<file path="config.mk">
export PLATFORM = sky130hd
export DESIGN_NAME = tdm_demux4_flat
export DESIGN_NICKNAME = d
export VERILOG_FILES = /design/src/rtl/tdm_pkg.sv /design/src/rtl/tdm_demux4_if.sv /design/src/rtl/tdm_demux4_demux1to4.sv /design/src/rtl/tdm_demux4.sv /design/src/flat_wrapper.sv
export SDC_FILE = /design/constraint.sdc
export NUM_CORES = 1
export LEC_CHECK = 0
export BUFFER_PORTS_ARGS = -buffer_cell sky130_fd_sc_hd__buf_2
export CORE_UTILIZATION = 25
export DETAILED_ROUTE_END_ITERATION = 10
export PLACE_DENSITY = 0.44
export SYNTH_ARGS = -nofsm -noshare
export SYNTH_HDL_FRONTEND = slang
export SYNTH_SLANG_ARGS = --single-unit
</file>
<file path="constraint.sdc">
create_clock -name clk -period 2 [get_ports clk]
set_input_delay 0.1 -clock clk [delete_from_list [all_inputs] [get_ports clk]]
set_output_delay 0.1 -clock clk [all_outputs]
set_load 0.01 [all_outputs]
</file>
<file path="src/rtl/tdm_pkg.sv">
// Shared constants, state type and helpers
// for the 4-slot TDM demultiplexer.
package tdm_pkg;

  localparam int NCH    = 4;
  localparam int SLOT_W = 2;

  typedef enum logic {
    HUNT = 1'b0,
    RUN  = 1'b1
  } state_t;

  function automatic int ch_off(
    input int ch,
    input int w
  );
    return ch * w;
  endfunction

endpackage

</file>
<file path="src/rtl/tdm_demux4_if.sv">
// Stream-in / channels-out bundle
// for the TDM demultiplexer.
interface tdm_demux4_if
  import tdm_pkg::*;
#(
  parameter int WIDTH = 1
);

  logic                    din_valid;
  logic [WIDTH-1:0]        din;
  logic                    frame_sync;
  logic [NCH*WIDTH-1:0]    dout;
  logic [NCH-1:0]          ch_upd;
  logic                    frame_valid;
  logic                    sync_err;
  logic                    locked;
  logic [SLOT_W-1:0]       slot;

  modport master (
    output din_valid,
    output din,
    output frame_sync,
    input  dout,
    input  ch_upd,
    input  frame_valid,
    input  sync_err,
    input  locked,
    input  slot
  );

  modport slave (
    input  din_valid,
    input  din,
    input  frame_sync,
    output dout,
    output ch_upd,
    output frame_valid,
    output sync_err,
    output locked,
    output slot
  );

endinterface

</file>
<file path="src/rtl/tdm_demux4_demux1to4.sv">
// 2-bit select plus enable to one-hot
// write enable; inverse of the 4:1 mux.
module demux1to4 (
  input  logic       en,
  input  logic [1:0] sel,
  output logic [3:0] y
);

  // one-hot decode, all-zero when disabled
  always_comb begin
    y = '0;
    if (en) y[sel] = 1'b1;
  end

endmodule

</file>
<file path="src/rtl/tdm_demux4.sv">
// Four-slot TDM demultiplexer: slot FSM,
// channel registers and pulse flags.
module tdm_demux4
  import tdm_pkg::*;
#(
  parameter int WIDTH = 1
) (
  input logic         clk,
  input logic         rst_n,
  tdm_demux4_if.slave bus
);

  state_t               state_q, state_d;
  logic [SLOT_W-1:0]    slot_q, slot_d;
  logic [NCH*WIDTH-1:0] dout_q, dout_d;
  logic [NCH-1:0]       ch_upd_q, ch_upd_d;
  logic                 fv_q, fv_d;
  logic                 serr_q, serr_d;
  logic                 wr_en;
  logic [SLOT_W-1:0]    wr_sel;
  logic [NCH-1:0]       we;

  // slot FSM: decide write target, next slot and flags
  always_comb begin
    state_d = state_q;
    slot_d  = slot_q;
    wr_en   = 1'b0;
    wr_sel  = '0;
    fv_d    = 1'b0;
    serr_d  = 1'b0;
    if (bus.din_valid) begin
      unique case (state_q)
        HUNT: begin
          if (bus.frame_sync) begin
            wr_en   = 1'b1;
            slot_d  = 2'd1;
            state_d = RUN;
          end
        end
        RUN: begin
          unique case (1'b1)
            (slot_q == 2'd0) && bus.frame_sync: begin
              wr_en  = 1'b1;
              slot_d = 2'd1;
            end
            (slot_q != 2'd0) && !bus.frame_sync: begin
              wr_en  = 1'b1;
              wr_sel = slot_q;
              slot_d = slot_q + 2'd1;
              fv_d   = (slot_q == 2'd3);
            end
            (slot_q != 2'd0) && bus.frame_sync: begin
              serr_d = 1'b1;
              wr_en  = 1'b1;
              slot_d = 2'd1;
            end
            default: begin
              serr_d  = 1'b1;
              slot_d  = 2'd0;
              state_d = HUNT;
            end
          endcase
        end
        default: state_d = HUNT;
      endcase
    end
  end

  demux1to4 u_dmx (
    .en  (wr_en),
    .sel (wr_sel),
    .y   (we)
  );

  // steer the word into the enabled channel slice
  always_comb begin
    dout_d   = dout_q;
    ch_upd_d = we;
    for (int i = 0; i < NCH; i++) begin
      if (we[i]) dout_d[ch_off(i, WIDTH) +: WIDTH] = bus.din;
    end
  end

  // state, channel and pulse registers
  always_ff @(posedge clk or negedge rst_n) begin
    if (!rst_n) begin
      state_q  <= HUNT;
      slot_q   <= '0;
      dout_q   <= '0;
      ch_upd_q <= '0;
      fv_q     <= 1'b0;
      serr_q   <= 1'b0;
    end else begin
      state_q  <= state_d;
      slot_q   <= slot_d;
      dout_q   <= dout_d;
      ch_upd_q <= ch_upd_d;
      fv_q     <= fv_d;
      serr_q   <= serr_d;
    end
  end

  assign bus.dout        = dout_q;
  assign bus.ch_upd      = ch_upd_q;
  assign bus.frame_valid = fv_q;
  assign bus.sync_err    = serr_q;
  assign bus.locked      = (state_q == RUN);
  assign bus.slot        = slot_q;

endmodule

</file>
<file path="src/flat_wrapper.sv">
// flat-port wrapper written by rule: the top's interface ports become plain ports
module tdm_demux4_flat import tdm_pkg::*;
#(
  parameter int WIDTH = 1
)
  (clk, rst_n, bus_din_valid, bus_din, bus_frame_sync, bus_dout, bus_ch_upd, bus_frame_valid, bus_sync_err, bus_locked, bus_slot);
  tdm_demux4_if #(.WIDTH(WIDTH)) bus_i ();
  input logic clk;
  input logic rst_n;
  input wire logic [$bits(bus_i.din_valid)-1:0] bus_din_valid;
  input wire logic [$bits(bus_i.din)-1:0] bus_din;
  input wire logic [$bits(bus_i.frame_sync)-1:0] bus_frame_sync;
  output wire logic [$bits(bus_i.dout)-1:0] bus_dout;
  output wire logic [$bits(bus_i.ch_upd)-1:0] bus_ch_upd;
  output wire logic [$bits(bus_i.frame_valid)-1:0] bus_frame_valid;
  output wire logic [$bits(bus_i.sync_err)-1:0] bus_sync_err;
  output wire logic [$bits(bus_i.locked)-1:0] bus_locked;
  output wire logic [$bits(bus_i.slot)-1:0] bus_slot;
  assign bus_i.din_valid = bus_din_valid;
  assign bus_i.din = bus_din;
  assign bus_i.frame_sync = bus_frame_sync;
  assign bus_dout = bus_i.dout;
  assign bus_ch_upd = bus_i.ch_upd;
  assign bus_frame_valid = bus_i.frame_valid;
  assign bus_sync_err = bus_i.sync_err;
  assign bus_locked = bus_i.locked;
  assign bus_slot = bus_i.slot;
  tdm_demux4 #(.WIDTH(WIDTH)) u_core (.clk(clk), .rst_n(rst_n), .bus(bus_i));
endmodule
</file>
==> results.cfg <==
[global_route]
grt_max_degree = 14
grt_usage_pct = 10.4
antenna_found_initial = 0
grt_pass1_wl_um = 1930
grt_pass1_vias = 412
overflow = 0

[synthesis]
yosysTopAreaCell = dfrtp_1
avgSynthCellArea_um2 = 12.4
synthAdderAreaFrac_pct = 14.1
synth_area_um2 = 622
ys_seq_elements = 13
yosysMostFrequentCell = dfrtp_1
synth_xor_area_share_pct = 0
synth_ff_type = dfrtp_1
synthMuxAreaShare_pct = 7.24
synth_compound_area_share_pct = 11.7
netlist.area_leader.share_pct = 52.3
synth_common_cells = dfrtp_1 (13), ha_1 (7), inv_1 (7)
ys.warnings.count = 0
synth_simple_gate_area_share_pct = 10.5
synth_cell_types = 20
synth_top_family_by_area = adder cells
synth_area_leaders = dfrtp_1 (52%), ha_1 (14%), mux2_1 (7.2%)
synth-edff-count = 0
synthCells = 50
synth_nets = 62
postSynth.asyncResetShare_pct = 100
yosysSeqAreaShare_pct = 52.3

[clock_tree]
htree_num_levels = 1
clock_tree.buffer_depth = 2
cts.sinks = 13
cts_root_buf = clkbuf_4
postCtsSetupRepairBufs = 0
insertion_delay_ps = 270
clkTransAtPathRegs_ps = 80
cts_tree = yes
cts_inserted_buffers = 3

[worst_setup_path]
worstSetupStartpointType = flip-flop
critical_path_class = flip-flop to flip-flop
path_common_cell = inv_1
critPathCaptureType = flip-flop
crit_arrival_ps = 2050
reg2reg_from = u_core.bus.slot[0]
cp_data_required_time_ps = 2160
r2r-end = u_core.bus.dout[0]
critPathMaxStageDelay_ps = 380
reg2reg_depth = 7
path_cells = inv_1 > ha_4 > inv_1 > ha_1 > and3_1 > a221o_2 > mux2_1
cpMaxStageDelayCell = dfrtp_1
reg2reg_slack_ps = 110
path_max_fanout = 4

[timing]
slew_headroom_pct = 77.9
maxSlewViolCount = 0
tightest_slew_ps = 332
setup-violations-final = 0
fmax_ghz = 0.529
hold_viol = 0
fin_worst_skew_ps = 5.38
rsz0062_at_grt = false
post-route-period-util_pct = 94.4
min_period_ps = 1890
tns_ps = 0

[power]
p_leak_nw = 0.431
p_per_area_nw_per_um2 = 1020
p_total_uw = 841
vdd_ir_drop_max_mv = 0.413

[floorplan]
core-area_um2 = 2280
dieArea_um2 = 2690
die-height_um = 51.9
die_w_um = 51.9
io_pins = 18
num_rows = 17
start_util_pct = 27.3

[routing]
routed_wl_um = 1190
drc = 0
ant_nets = 0
first_pass_iters = 4
via_per_inst = 4.38
vias = 451
avgRoutedWirePerCell_um = 11.5
drtIter0Drc = 3

[finish]
seq_area_um2 = 325
area_delta_synth_final_pct = 32.8
fillers = 240
multi_input_area_um2 = 295
final_cells = 103
antenna_cells = 0
layout.nets = 88
drive_gt1_share_pct = 38.7
stdcell_area_um2 = 826

[hold_path]
hold_depth = 2
worstHoldPathType = primary input to flip-flop
min_to = u_core.bus.locked
hp-start = bus_din_valid

[run]
drv_cap = 0

[placed_design]
place_hpwl_um = 896
gp_congestion = 0.708
portBuffers = 17
dp.cells = 98
post_dp_cell_area_um2 = 764

[run_status]
status = complete, no violations
==> state kept, by name, indices dropped and copies added (netlist names) <==
| signal | flops |
|---|---|
| u_core.bus.ch_upd | 4 |
| u_core.bus.dout | 4 |
| u_core.bus.frame_valid | 1 |
| u_core.bus.locked | 1 |
| u_core.bus.slot | 2 |
| u_core.bus.sync_err | 1 |
==> cells in the final DEF (no fill, tap or decap), types with 2 or more instances in the layout <==
master / instances
nor2_1: 3
buf_2: 17
mux2_1: 4
ha_1: 6
inv_1: 7
clkbuf_4: 3
buf_4: 3
nand2b_1: 2
dfrtp_1: 13
==> worst max-delay path: cells and delay by family (launching register included) <==
family,cells,cell delay [ps]
flops,1,380
compound gates,1,350
buf+inv,2,170
mux,1,310
simple gates,1,210
fa+ha+maj,2,360
==> power breakdown <==
part           total (mW)  internal [mW]  switching (mW)
Sequential          0.348          0.318          0.0299
Combinational       0.331          0.157           0.174
Clock               0.162         0.0772          0.0853
Total               0.841          0.553           0.289
==> cell type report <==
class / count / area share, %
sequential: 13 / 39.4
multi-input combinational: 30 / 35.8
timing repair buffer: 21 / 14.2
tap: 28 / 4.24
clock buffer: 4 / 3.18
inverter: 7 / 3.18
==> repair_timing <==
item,4_1_cts,5_1_grt
hold endpoints to repair,13,0
resized for setup,0,3
hold buffers,1,0
endpoints found under the setup margin,0,2
==> metrics by stage <==
stage	utilization [%]	setup slack (ps)	hold slack (ps)
2_1_floorplan	-	34.7	-196
3_5_place_dp	33.6	66.0	5.92
5_1_grt	36.3	2.60	76.0
6_report	36.3	111	69.0
4_1_cts	35.2	39.7	54.0
3_3_place_gp	33.6	115	8.82
==> layer usage <==
metal,wire length (µm),global-route usage (%),up-vias
li1,-,-,220
met1,563,12.8,216
met2,558,15.4,13
met3,47,2.63,2
met4,19,8.11,0
met5,0,0,-
==> kinds of logic after synthesis <==
logic type / after synthesis
AO/OA/AOI/OAI: 8
adder cells (fa/ha/maj): 7
buffers and inverters: 7
flip-flops: 13
multiplexers: 4
AND/OR/NAND/NOR: 11
==> worst max-delay path by stage <==
stage,startpoint,to,slack (ps),cells past startpoint
after floorplan,u_core.bus.slot[0],u_core.bus.dout[0],30,7
after global placement,u_core.bus.slot[0],u_core.bus.dout[0],120,7
after detailed placement,u_core.bus.slot[0],u_core.bus.dout[0],70,7
after CTS,u_core.bus.slot[0],u_core.bus.dout[0],40,7
after global routing,u_core.bus.slot[0],u_core.bus.dout[0],3,7
final,u_core.bus.slot[0],u_core.bus.dout[0],110,7
No activity file was read; power rests on OpenSTA's default activity.
